--- src/rtl/axis_spi_periph.sv ---
// SPI peripheral endpoint: synchronises sclk/csn/mosi into clk, deserialises
// MOSI words onto AXI-Stream RX and serialises AXI-Stream TX words onto MISO.
// Ports: clk/rst (sync, active high); cfg_transfer_zsz/cfg_spi_mode latched
// at frame start; axis_tx_* (word source for MISO), axis_rx_* (received
// words, last = final word before csn rise); stat_* one-cycle event pulses;
// spi_sclk/spi_csn/spi_mosi from the master, spi_miso/spi_miso_oe to it.
module axis_spi_periph #(
  parameter int         DATA_WIDTH  = 32,
  parameter int         DATA_WBITS  = $clog2(DATA_WIDTH),
  parameter int         SYNC_STAGES = 2,
  parameter logic [0:0] MISO_IDLE   = 1'b1
) (
  input  logic                  clk,
  input  logic                  rst,
  input  logic [DATA_WBITS-1:0] cfg_transfer_zsz,
  input  logic [1:0]            cfg_spi_mode,
  input  logic                  axis_tx_valid,
  output logic                  axis_tx_ready,
  input  logic [DATA_WIDTH-1:0] axis_tx_data,
  output logic                  axis_rx_valid,
  input  logic                  axis_rx_ready,
  output logic [DATA_WIDTH-1:0] axis_rx_data,
  output logic                  axis_rx_last,
  output logic                  stat_overrun,
  output logic                  stat_underrun,
  output logic                  stat_abort,
  input  logic                  spi_sclk,
  input  logic                  spi_csn,
  input  logic                  spi_mosi,
  output logic                  spi_miso,
  output logic                  spi_miso_oe
);
  localparam int S = SYNC_STAGES;

  // sclk/csn carry one extra stage so edges compare current vs previous
  logic [S:0]   r_sclk_s;
  logic [S:0]   r_csn_s;
  logic [S-1:0] r_mosi_s;
  // After reset a frame already in progress must not look like a new one:
  // r_armed only sets once csn has really been seen high since reset.
  logic         r_flush;
  logic         r_armed;

  logic                  r_samp_rise;
  logic                  r_drive;
  logic [DATA_WBITS-1:0] r_zsz;
  logic [DATA_WBITS-1:0] r_cnt;
  logic [DATA_WBITS-1:0] r_idx;
  logic [DATA_WIDTH-1:0] r_rx_sh;
  logic [DATA_WIDTH-1:0] r_tx_sh;
  logic [DATA_WIDTH-1:0] r_pend_data;
  logic                  r_pend;
  logic                  r_oe;
  logic                  r_miso;
  logic                  r_tx_ready;
  logic                  r_rx_valid;
  logic                  r_rx_last;
  logic [DATA_WIDTH-1:0] r_rx_data;
  logic                  r_overrun;
  logic                  r_underrun;
  logic                  r_abort;

  logic                  w_sclk;
  logic                  w_sclk_q;
  logic                  w_csn;
  logic                  w_csn_q;
  logic                  w_mosi;
  logic                  w_csn_fall;
  logic                  w_csn_rise;
  logic                  w_edge_ok;
  logic                  w_rise;
  logic                  w_fall;
  logic                  w_sample;
  logic                  w_shift;
  logic                  w_done;
  logic                  w_load;
  logic                  w_push;
  logic [DATA_WIDTH-1:0] w_rx_next;

  assign w_sclk   = r_sclk_s[S-1];
  assign w_sclk_q = r_sclk_s[S];
  assign w_csn    = r_csn_s[S-1];
  assign w_csn_q  = r_csn_s[S];
  assign w_mosi   = r_mosi_s[S-1];

  assign w_csn_fall = r_armed & ~r_oe & w_csn_q & ~w_csn;
  assign w_csn_rise = r_oe & ~w_csn_q & w_csn;
  // A csn rise has w_csn high, so a coincident sclk edge is dropped here
  assign w_edge_ok  = r_oe & ~w_csn;
  assign w_rise     = ~w_sclk_q & w_sclk;
  assign w_fall     = w_sclk_q & ~w_sclk;
  assign w_sample   = w_edge_ok & (r_samp_rise ? w_rise : w_fall);
  assign w_shift    = w_edge_ok & (r_samp_rise ? w_fall : w_rise);
  assign w_done     = (r_cnt == r_zsz);
  assign w_load     = w_csn_fall | (w_sample & w_done);
  assign w_push     = r_pend & (w_csn_rise | w_sample);
  assign w_rx_next  = {r_rx_sh[DATA_WIDTH-2:0], w_mosi};

  always_ff @(posedge clk) begin
    if (rst) begin
      r_sclk_s <= '0;
      r_csn_s  <= '1;
      r_mosi_s <= '0;
      r_flush  <= 1'b0;
      r_armed  <= 1'b0;
    end else begin
      r_sclk_s <= {r_sclk_s[S-1:0], spi_sclk};
      r_csn_s  <= {r_csn_s[S-1:0], spi_csn};
      r_mosi_s <= {r_mosi_s[S-2:0], spi_mosi};
      r_flush  <= 1'b1;
      if (r_flush && r_csn_s[0]) r_armed <= 1'b1;
    end
  end

  always_ff @(posedge clk) begin
    if (rst) begin
      r_samp_rise <= 1'b1;
      r_drive     <= 1'b0;
      r_zsz       <= '0;
      r_cnt       <= '0;
      r_idx       <= '0;
      r_rx_sh     <= '0;
      r_tx_sh     <= '0;
      r_pend_data <= '0;
      r_pend      <= 1'b0;
      r_oe        <= 1'b0;
      r_miso      <= MISO_IDLE;
      r_tx_ready  <= 1'b0;
      r_rx_valid  <= 1'b0;
      r_rx_last   <= 1'b0;
      r_rx_data   <= '0;
      r_overrun   <= 1'b0;
      r_underrun  <= 1'b0;
      r_abort     <= 1'b0;
    end else begin
      r_tx_ready <= 1'b0;
      r_overrun  <= 1'b0;
      r_underrun <= 1'b0;
      r_abort    <= 1'b0;
      r_drive    <= 1'b0;
      if (r_rx_valid && axis_rx_ready) r_rx_valid <= 1'b0;

      // CPHA=0 puts the first MSB out one cycle after the frame starts
      if (r_drive) begin
        r_miso <= r_tx_sh[r_idx];
        r_idx  <= r_idx - 1'b1;
      end

      if (w_csn_fall) begin
        r_zsz       <= cfg_transfer_zsz;
        r_samp_rise <= (cfg_spi_mode[1] == cfg_spi_mode[0]);
        r_drive     <= ~cfg_spi_mode[0];
        r_idx       <= cfg_transfer_zsz;
        r_cnt       <= '0;
        r_rx_sh     <= '0;
        r_pend      <= 1'b0;
        r_oe        <= 1'b1;
      end else if (w_csn_rise) begin
        r_oe    <= 1'b0;
        r_miso  <= MISO_IDLE;
        r_abort <= (r_cnt != '0);
        r_cnt   <= '0;
        r_rx_sh <= '0;
        r_pend  <= 1'b0;
      end else if (w_sample) begin
        r_pend <= w_done;
        if (w_done) begin
          r_pend_data <= w_rx_next;
          r_rx_sh     <= '0;
          r_cnt       <= '0;
          r_idx       <= r_zsz;
        end else begin
          r_rx_sh <= w_rx_next;
          r_cnt   <= r_cnt + 1'b1;
        end
      end else if (w_shift) begin
        r_miso <= r_tx_sh[r_idx];
        r_idx  <= r_idx - 1'b1;
      end

      if (w_load) begin
        if (axis_tx_valid) begin
          r_tx_ready <= 1'b1;
          r_tx_sh    <= axis_tx_data;
        end else begin
          r_underrun <= 1'b1;
          r_tx_sh    <= {DATA_WIDTH{MISO_IDLE}};
        end
      end

      // A full RX slot that is not being drained keeps its word
      if (w_push) begin
        if (!r_rx_valid || axis_rx_ready) begin
          r_rx_valid <= 1'b1;
          r_rx_data  <= r_pend_data;
          r_rx_last  <= w_csn_rise;
        end else begin
          r_overrun <= 1'b1;
        end
      end
    end
  end

  assign axis_tx_ready = r_tx_ready;
  assign axis_rx_valid = r_rx_valid;
  assign axis_rx_data  = r_rx_data;
  assign axis_rx_last  = r_rx_last;
  assign stat_overrun  = r_overrun;
  assign stat_underrun = r_underrun;
  assign stat_abort    = r_abort;
  assign spi_miso      = r_miso;
  assign spi_miso_oe   = r_oe;
endmodule

--- config.mk ---
export PLATFORM = sky130hd
export DESIGN_NAME = axis_spi_periph
export DESIGN_NICKNAME = d
export VERILOG_FILES = /design/src/rtl/axis_spi_periph.sv
export SDC_FILE = /design/constraint.sdc
export NUM_CORES = 1
export LEC_CHECK = 0
export ABC_AREA = 1
export CAP_MARGIN = 20
export CORE_ASPECT_RATIO = 1.1
export CORE_UTILIZATION = 28
export CTS_CLUSTER_DIAMETER = 120
export CTS_CLUSTER_SIZE = 28
export DETAILED_ROUTE_END_ITERATION = 10
export GPL_TIMING_DRIVEN = 0
export HOLD_SLACK_MARGIN = 0.1
export RECOVER_POWER = 25
export SETUP_SLACK_MARGIN = 0.1
export SYNTH_ARGS = -nofsm -noshare
export SYNTH_HDL_FRONTEND = slang
export SYNTH_SLANG_ARGS = --single-unit
--- constraint.sdc ---
create_clock -name clk -period 2.4 [get_ports clk]
set_input_delay 0.48 -clock clk [delete_from_list [all_inputs] [get_ports clk]]
set_output_delay 0.48 -clock clk [all_outputs]
set_load 0.01 [all_outputs]
**After elaboration in Yosys (flattened, before gate mapping)**

Cells that the tools add are included.

- Logic and storage cells: 92
- Output and inout bits: 40
- Bits in registers: 163
- Input bits: 46

- Magnitude comparators: 1
- Add/subtract/negate cells: 2
- Bitwise gates (word level): 24
- Reductions and logical operators: 13
- Equal/unequal tests: 2
- Muxes and demuxes: 27

Operators with widths:

| cell | number |
|---|---|
| $mux 5 | 7 |
| $mux 32 | 1 |
| $mux 31 | 1 |
| $mux 1 | 17 |
| $and 1x1->1 | 12 |
| $not 1->1 | 10 |
| $lt 5x6->1 const B | 1 |
| $reduce_or 2->1 | 3 |
| $reduce_or 3->1 | 2 |
| $add 5x1->5 const B | 1 |
| $bmux 1 s5 | 1 |
| $eq 5x5->1 | 1 |
| $reduce_bool 5->1 | 1 |
| $sub 5x1->5 const B | 1 |
| $reduce_and 4->1 | 1 |
| $logic_and 1x1->1 | 2 |
| $or 1x1->1 | 2 |
| $reduce_and 2->1 | 1 |
| $reduce_bool 2->1 | 1 |
| $eq 1x1->1 | 1 |
| $logic_not 1->1 | 1 |
| $logic_or 1x1->1 | 1 |

**Logic depth before layout (Yosys ltp)**

Gate-level depths: netlist of run 1.

- Depth in word-level cells: 8
- Gate-level depth with buffers: 13
- Depth with buffers taken out: 11

**Least setup slack after synthesis of run 1**

No wires, ideal clock.

- Path kind: flip-flop to flip-flop
- Start point: reg r_idx[1]
- End point: reg r_idx[4]
- Stages on the path, launching flop included: 14
- Buffers on the path: 2
- Data required time: 2268 ps
- Arrival: 1642 ps
- Setup time: 132 ps
- Slack: 625 ps
- Period minus slack after synthesis: 1775 ps
- Path through: dfxtp_1 -> buf_2 -> clkbuf_1 -> inv_1 -> ha_1 -> nand3_1 -> xor2_1 -> nand2_1 -> nand2_1 -> nand2_1 -> nand3_1 -> nand2_1 -> nand2_1 -> a21oi_1

- Cells in the longest elaborated chain, start to end: 6
- Elaborated cells on any way between the ends: 7
- Those cells by class: 1 x add/sub; 6 x mux

Ends and longest elaborated chain:

| item | line | RTL |
|---|---|---|
| start: declaration | 48 | `logic [DATA_WBITS-1:0] r_idx;` |
| start signal: assignment | 146 | `r_idx <= r_idx - 1'b1;` |
| start signal: assignment | 153 | `r_idx <= cfg_transfer_zsz;` |
| start signal: assignment | 171 | `r_idx <= r_zsz;` |
| $sub 5x1->5 * | 146, 178 |  |
| $mux 5 | 144 | `if (r_drive) begin` |
| $mux 5 (on tied branches) | 176, 167 |  |
| $mux 5 | 165 | `end else if (w_sample) begin` |
| $mux 5 * | 158 | `end else if (w_csn_rise) begin` |
| $mux 5 * | 149 | `if (w_csn_fall) begin` |

Mark *: on every way between the ends. The rest lies on a longest branch, timed or not.
A chain may end at the register's enable or synchronous reset.

**Worst setup path after layout of run 1**

- Start point: reg r_oe (netlist: spi_miso_oe)
- End point: reg r_tx_sh[5]

- Cells in the longest elaborated chain, start to end: 5
- Elaborated cells on any way between the ends: 8
- Those cells by class: 8 x bitwise

Ends and longest elaborated chain:

| item | line | RTL |
|---|---|---|
| start: declaration | 53 | `logic r_oe;` |
| start signal: assignment | 126 | `r_oe <= 1'b0;` |
| start signal: assignment | 157 | `r_oe <= 1'b1;` |
| start signal: assignment | 159 | `r_oe <= 1'b0;` |
| $not 1->1 | 86 | `assign w_csn_fall = r_armed & ~r_oe & w_csn_q & ~w_csn;` |
| $and 1x1->1 (3 in series) | 86 |  |
| $or 1x1->1 * | 95 | `assign w_load = w_csn_fall \| (w_sample & w_done);` |
| end signal: assignment | 184 | `r_tx_sh <= axis_tx_data;` |
| end signal: assignment | 187 | `r_tx_sh <= {DATA_WIDTH{MISO_IDLE}};` |
| end: declaration | 50 | `logic [DATA_WIDTH-1:0] r_tx_sh;` |

Marks and branches as above.

==> results.toml, run 1 <==
[timing]
fin_skew_ps = 10.2
whs_ps = 407
rsz0062_at_grt = "no"
maxSlewHeadroom_pct = 53.4
clock.fmax_mhz = 466
finalHoldViolCount = 0
setup_ws_ps = 252
worstMarginPinSlew_ps = 694
fin_tns_setup_ps = 0
min_period_ps = 2150
slew_viol_final = 0
finalSetupViolCount = 0
timing.final.crit_share_pct = 89.5

[yosys]
ys_warn_count = 0
syn_nets = 888
synth-edff-count = 0
synthArstFlopShare_pct = 0
syn_inst = 839
synthesis.area_um2 = 6280
ys_seq_area_share_pct = 52.0
syn_area_per_cell_um2 = 7.48
synthDistinctLibCells = 33
synth-main-ff-cell = "dfxtp_1"
ys_ff_latch = 163

[worst_setup_path]
end_kind = "flip-flop"
path_class = "flip-flop to flip-flop"
crit_path_frequent_cell = "nor2_1"
critPathRequiredTime_ps = 2710
slowest_stage = "nor3_4"
path_max_fanout = 10
path_cells = "nand2_2 > nor3_4 > inv_4 > nor2_1 > nor2_2 > inv_2 > nand2_2 > buf_6 > nor2_1 > nor2_1"
critPathMaxStageDelay_ps = 450
cp.arrival_ps = 2460
startpoint_type = "flip-flop"
worstRegToRegCells = 10

[detailed_routing]
ant_nets = 0
via_per_inst = 4.36
vias = 5452
drt_iter0_markers = 261
first_pass_iters = 5
routed_wl_mm = 15.5
wl_per_cell_um = 12.4
remaining_drc_errors = 0

[layout]
layout-drive-gt1-share_pct = 7.32
nets = 992
final_util_pct = 36.6
multi_input_area_um2 = 2610
area_delta_synth_final_pct = 28.4
fillCellCount = 2288
layout_commonest_cell = "nor2_1"
seqCellArea_um2 = 3260
antenna_cells = 0
mostFrequentLayoutCells = "nor2_1, dfxtp_1, nand2_1, o21ai_0, clkdlybuf4s50_1"

[placed_design]
port_buffers = 84
globalplace.congestion = 0.806
pre_cts_ws_ps = 159
hpwl_mm = 11.0

[die]
rows = 57
dieArea_um2 = 23000
die_h_um = 159
pin_count = 86
core_um2 = 22000
die_w_um = 145
start_util_pct = 28.5

[pwr]
p_sw_share_pct = 24.5
p_seq_share_pct = 49.0
switchingPower_mw = 1.37
p_clk_share_pct = 46.8
intPower_mw = 4.22
p_leak_nw = 3.43
p_comb_share_pct = 4.2
power_density_nw_per_um2 = 694
total_power_mw = 5.60
ir_drop_uv = 333

[cts]
numCtsBuffers = 17
cts_sinks = 163
clockRootBuffer = "clkbuf_16"
cts_tree = "built"
holdBufCountCts = 0
htreeDepth = 4
clockBufferDepth = 2
clock_latency_ps = 430
cts.clk_slew.worst_paths_ps = 70

[grt]
grt_first_pass_wirelength_mm = 25.4
grt_overflow = 0
grt_pass1_vias = 5205
grt_usage_pct = 13.9
antenna_found_initial = 0
grt_max_degree = 18

[min_path]
hold_class = "flip-flop to flip-flop"
min_path_cells = 2

[job]
cap_viol_max_count = 0

[run_status]
status = "finished clean"
==> power groups by stage <==
stage               sequential [mW]  combinational (mW)  clock (mW)
detailed placement             2.81               0.235           0
global placement               2.81               0.234           0
finish                         2.74               0.233        2.62
global route                   2.75               0.259        2.77
CTS                            2.74               0.237        2.67
floorplan                      2.80               0.115           0
==> cells in the mapped netlist, drive strengths merged (4+ instances only) <==
| cell | number | area (µm²) |
|---|---|---|
| dfxtp | 163 | 3260 |
| nor2 | 223 | 860 |
| xor2 | 8 | 70.1 |
| nand3 | 29 | 145 |
| inv | 39 | 149 |
| nor3 | 6 | 51.3 |
| a21oi | 60 | 300 |
| buf | 19 | 123 |
| o21ai | 103 | 519 |
| nand2 | 137 | 519 |
| clkbuf | 30 | 114 |
| nand4 | 5 | 31.3 |
| xnor2 | 4 | 35.0 |
==> state kept, by name, summed over array words and instances (netlist names), 2 cells and up <==
register and flops:
r_rx_sh 31, r_idx 5, r_csn_s 3, r_sclk_s 3, r_cnt 5, r_pend_data 32, axis_rx_data 32, r_mosi_s 2
r_tx_sh 32, r_zsz 5
==> worst max-delay path: cells and delay by family, from the launching register on <==
kind / cells / cell delay [ps]
buffers and inverters: 3 / 410
flip-flops: 1 / 360
AND/OR/NAND/NOR: 7 / 1240
==> metrics by stage <==
stage	cell area (µm²)	instances
2_1_floorplan	6280	839
3_3_place_gp	7490	1218
3_5_place_dp	7490	1218
4_1_cts	8060	1250
5_1_grt	8060	1251
6_report	8060	1251
==> layer usage <==
| layer | vias to the layer above | share of wire, % | global-route usage (%) |
|---|---|---|---|
| li1 | 2895 | - | - |
| met1 | 2442 | 49 | 18.4 |
| met2 | 98 | 44 | 22.0 |
| met3 | 17 | 5.3 | 3.43 |
| met4 | 0 | 1.1 | 4.16 |
| met5 | - | 0 | 0 |
==> logic make-up (layout without fill, tap and decap cells) <==
kind of cell | count (synthesis) | after routing | synth area share (%)
AO/OA/AOI/OAI | 166 | 166 | 13.4
XOR/XNOR | 12 | 12 | 1.67
adder cells (fa/ha/maj) | 3 | 3 | 0.598
buffers and inverters | 90 | 207 | 6.26
flip-flops | 163 | 163 | 52.0
AND/OR/NAND/NOR | 405 | 405 | 26.1
==> repair_timing <==
action                     CTS  global route
resized for setup            0             3
setup endpoints to repair    0             1
setup buffers                0             1
==> path summary, 6_finish.rpt <==
path                 end  slack [ps]         from
min reg2reg  r_mosi_s[1]         410  r_mosi_s[0]
min          r_mosi_s[1]         410  r_mosi_s[0]
max           r_tx_sh[5]         250  spi_miso_oe
max reg2reg   r_tx_sh[5]         250  spi_miso_oe
==> cell type report <==
class	instances	share of cell area (%)
multi-input combinational	586	32.4
clock buffer	18	5.32
buffer	49	2.95
sequential	163	40.5
tap	295	4.58
inverter	41	1.99
timing repair buffer	85	10.5
clock inverter	14	1.77
No activity file was read; power rests on OpenSTA's default activity.
==> run 2: changes to the inputs <==
--- a/config.mk
+++ b/config.mk
@@ -14,7 +14,7 @@
 export DETAILED_ROUTE_END_ITERATION = 10
 export GPL_TIMING_DRIVEN = 0
 export HOLD_SLACK_MARGIN = 0.1
-export RECOVER_POWER = 25
+export RECOVER_POWER = 100
 export SETUP_SLACK_MARGIN = 0.1
 export SYNTH_ARGS = -nofsm -noshare
 export SYNTH_HDL_FRONTEND = slang
==> run 2 against run 1 <==
  * Die area is the same
  * Design area decreased by 0.19%
  * Hold slack hardly changed
  * Fmax decreased by 1.7%
  * Core utilization down 0.068 points
  * Register-to-register slack got worse by 40 ps
  * Clock power about the same
  * Sequential share of layout area increased by 0.076 points
  * Non-clock buffer count stayed put
  * Count of clock-buffer cells in the layout unchanged
  * Wire length is 0.19% lower
  * Clock skew hardly changed
  * Critical path type unchanged
  * Largest power group unchanged
==> results.toml, run 2 (synthesized netlist as in run 1, its figures left out) <==
[grt]
grt_usage_pct = 13.9
grt_first_pass_wirelength_mm = 25.4
grt_overflow = 0
use_met2_pct = 22.0
met1_usage_pct = 18.4
antenna_found_initial = 0
grt_max_degree = 18
use_met3_pct = 3.43
grt_pass1_vias = 5205
top_usage_layer = "met2"

[timing]
timing.final.crit_share_pct = 91.0
rsz0062_at_grt = "no"
slew_viol_final = 0
fin_tns_setup_ps = 0
min_period_ps = 2190
finalSetupViolCount = 0
fin_skew_ps = 10.5
clock.fmax_mhz = 458
finalHoldViolCount = 0
whs_ps = 407
worstMarginPinSlew_ps = 693
maxSlewHeadroom_pct = 53.4

[layout]
nets = 992
mostFrequentLayoutCells = "nor2_1, dfxtp_1, nand2_1, o21ai_0, a21oi_1"
layout_commonest_cell = "nor2_1"
fillCellCount = 2291
antenna_cells = 0
area_delta_synth_final_pct = 28.1
final_cell_area_um2 = 8050
layout-drive-gt1-share_pct = 6.80

[detailed_routing]
via_per_inst = 4.38
vias = 5474
wl_per_cell_um = 12.3
routed_wl_mm = 15.4
ant_nets = 0
first_pass_iters = 5
drt_iter0_markers = 281
remaining_drc_errors = 0

[worst_setup_path]
critPathRequiredTime_ps = 2720
path_class = "flip-flop to flip-flop"
end_kind = "flip-flop"
slowest_stage = "nor3_4"
cp_num_buf_inv = 4
startpoint_type = "flip-flop"
crit_path_frequent_cell = "nor2_1"
path_max_fanout = 10
critPathMaxStageDelay_ps = 450
cp.arrival_ps = 2510
path_cells = "inv_2 > nand2_2 > nor3_4 > inv_4 > nor2_1 > nor2_1 > inv_2 > nand2_2 > clkbuf_2 > nor2_1 > nor2_1"
crit_family = "simple AND/OR/NAND/NOR gates"

[cts]
numCtsBuffers = 17
htreeDepth = 4
cts_tree = "built"
clockRootBuffer = "clkbuf_16"
clockBufferDepth = 2
cts.clk_slew.worst_paths_ps = 70
cts_sinks = 163
clock_latency_ps = 430

[pwr]
p_leak_nw = 3.48
ir_drop_uv = 331
power_density_nw_per_um2 = 696

[die]
rows = 57
core_um2 = 22000
die_w_um = 145
pin_count = 86
dieArea_um2 = 23000
start_util_pct = 28.5
die_h_um = 159

[placed_design]
hpwl_mm = 11.0
globalplace.congestion = 0.806
port_buffers = 84
placed_area_um2 = 7490

[job]
cap_viol_max_count = 0

[min_path]
hold_class = "flip-flop to flip-flop"

[run_status]
status = "finished clean"
==> run 2: cell types whose count changed in the layout (fill, tap and decap cells not counted) <==
cell / delta
o21ai_1: -1
nor2_2: -2
buf_6: -1
o21ai_0: +1
nor2_1: +2
buf_2: -5
clkdlybuf4s50_1: -19
dlygate4sd3_1: +19
clkbuf_2: +3
clkbuf_1: +3
==> run 2: area by class of cell <==
class	instances	area, µm²	share of cell area [%]
Clock inverter	14	143	1.77
Buffer	49	228	2.83
Tap cell	295	369	4.59
Multi-Input combinational cell	586	2610	32.4
Timing Repair Buffer	85	848	10.5
Clock buffer	18	429	5.33
Inverter	41	160	1.99
Sequential cell	163	3260	40.6
==> run 2: path summary, 6_finish.rpt <==
check / from / to / slack (ps) / cells past startpoint
hold reg to reg: r_mosi_s[0] / r_mosi_s[1] / 410 / 2
hold / removal: r_mosi_s[0] / r_mosi_s[1] / 410 / 2
setup reg to reg: r_csn_s[1] / r_tx_sh[13] / 210 / 11
setup / recovery: r_csn_s[1] / r_tx_sh[13] / 210 / 11
==> run 2: what timing repair did <==
action	in CTS	in global routing
hold buffers	0	0
resized for setup	0	3
endpoints found under the setup margin	0	1
setup buffers	0	1
==> run 2: report_power, final <==
| part | total, mW | switching [mW] | internal (mW) | leakage [nW] |
|---|---|---|---|---|
| Combinational | 0.233 | 0.123 | 0.110 | 1.89 |
| Sequential | 2.74 | 0.0139 | 2.73 | 1.32 |
| Clock | 2.62 | 1.24 | 1.38 | 0.279 |
==> run 2: stage by stage <==
| step | utilization (%) | instances | total power, mW | setup slack [ps] |
|---|---|---|---|---|
| final | 36.5 | 1251 | 5.60 | 215 |
| after global routing | 36.5 | 1251 | 5.78 | 69.9 |
| after CTS | 36.6 | 1250 | 5.66 | 192 |
| after detailed placement | 34.0 | 1218 | 3.04 | 159 |
| after global placement | 34.0 | 1218 | 3.04 | 191 |
| after floorplan | - | 839 | 2.92 | 625 |
==> run 2: routing by layer <==
layer  vias to the layer above  share of wire [%]
met4                         0                1.1
li1                       2891                  -
met1                      2449                 49
met3                        16                5.5
met2                       118                 44
met5                         -                  0
==> run 2: worst min-delay path: cells and delay by family (launching register included) <==
family	cells	cell delay, ps
buf+inv	1	40
flops	1	300
simple gates	1	30
==> run 3: changes to the inputs <==
==> constraint.sdc (replaced) <==
create_clock -name clk -period 2.3 [get_ports clk]
set_input_delay 0.46 -clock clk [delete_from_list [all_inputs] [get_ports clk]]
set_output_delay 0.46 -clock clk [all_outputs]
set_load 0.01 [all_outputs]
==> run 3 against run 2 <==
  * Sequential share of layout area down 0.14 points
  * Worst setup slack worse by 21 ps
  * Clock power up 4%
==> results.toml, run 3 (synthesized netlist as in run 1, its figures left out) <==
[detailed_routing]
drt_iter0_markers = 259
remaining_drc_errors = 0
routed_wl_mm = 15.4
vias = 5412
via_per_inst = 4.33
first_pass_iters = 5
wl_per_cell_um = 12.3
ant_nets = 0

[worst_setup_path]
end_kind = "flip-flop"
path_class = "flip-flop to flip-flop"
cp.arrival_ps = 2420
worstRegToRegCells = 11
critPathRequiredTime_ps = 2620
startpoint_type = "flip-flop"
path_max_fanout = 10

[placed_design]
hpwl_mm = 11.0
placed_cells = 1218
placed_area_um2 = 7490
pre_cts_ws_ps = 79.0
port_buffers = 84
globalplace.congestion = 0.806

[timing]
finalHoldViolCount = 0
whs_ps = 406
maxSlewHeadroom_pct = 60.6
worstMarginPinSlew_ps = 591
clock.fmax_mhz = 475
setup_ws_ps = 194
fin_tns_setup_ps = 0
slew_viol_final = 0
finalSetupViolCount = 0
fin_skew_ps = 17.4
timing.final.crit_share_pct = 91.6
min_period_ps = 2110
rsz0062_at_grt = "no"

[min_path]
min_path_cells = 2
hold_class = "flip-flop to flip-flop"

[pwr]
p_leak_nw = 3.49
power_density_nw_per_um2 = 723
total_power_mw = 5.84
ir_drop_uv = 344

[layout]
layout_commonest_cell = "nor2_1"
final_cell_area_um2 = 8080
antenna_cells = 0
finalNonFillerCells = 1250
layout-drive-gt1-share_pct = 7.23
mostFrequentLayoutCells = "nor2_1, dfxtp_1, nand2_1, o21ai_0, a21oi_1"
area_delta_synth_final_pct = 28.6
nets = 991
final_util_pct = 36.6

[die]
core_um2 = 22000
start_util_pct = 28.5
dieArea_um2 = 23000
rows = 57
pin_count = 86
die_h_um = 159
die_w_um = 145

[cts]
clockRootBuffer = "clkbuf_16"
numCtsBuffers = 17
cts_tree = "built"
clock_latency_ps = 430
cts_sinks = 163
cts.clk_slew.worst_paths_ps = 70
clockBufferDepth = 2
holdBufCountCts = 0
htreeDepth = 4

[grt]
grt_pass1_vias = 5195
grt_usage_pct = 13.8
grt_overflow = 0
grt_first_pass_wirelength_mm = 25.3
antenna_found_initial = 0
grt_max_degree = 20

[job]
cap_viol_max_count = 0

[run_status]
status = "finished clean"
==> run 3: final timing paths <==
path,startpoint,endpoint,slack [ps]
setup / recovery,r_csn_s[1],r_tx_sh[31],190
setup reg to reg,r_csn_s[1],r_tx_sh[31],190
hold reg to reg,r_mosi_s[0],r_mosi_s[1],410
hold / removal,r_mosi_s[0],r_mosi_s[1],410
==> run 3: final cells by class <==
class                      count  area (µm²)
buffer                        48         234
clock buffer                  18         429
clock inverter                14         143
fill                        2285       14000
inverter                      41         160
multi-input combinational    586        2630
sequential                   163        3260
tap                          295         369
timing repair buffer          85         848
==> run 3: metal layers <==
metal,GRT usage (%),routed length [µm],up-vias
met2,21.9,6870,112
met4,4.16,90,0
met1,18.3,7520,2405
li1,-,-,2888
met5,0,0,-
met3,3.43,891,7
==> run 3: where the power goes <==
part	total, mW	switching, mW	internal, mW
Combinational	0.244	0.129	0.116
Sequential	2.86	0.0146	2.85
Clock	2.73	1.28	1.44
Total	5.84	1.43	4.41
==> run 3: repair_timing <==
action                                  4_1_cts  5_1_grt
resized for setup                             0        5
gates cloned                                  0        0
buffers inserted                              0        1
endpoints found under the setup margin        1        2
==> run 3: worst max-delay path, stage by stage (launching register included) <==
cell and delay (ps):
dfxtp_1 290, inv_1 130, nand2_2 110, nor3_4 460, inv_4 130, nor2_4 170
nor2_2 60, inv_2 120, nand2_2 130, buf_6 170, nor2_1 140, nor2_1 70
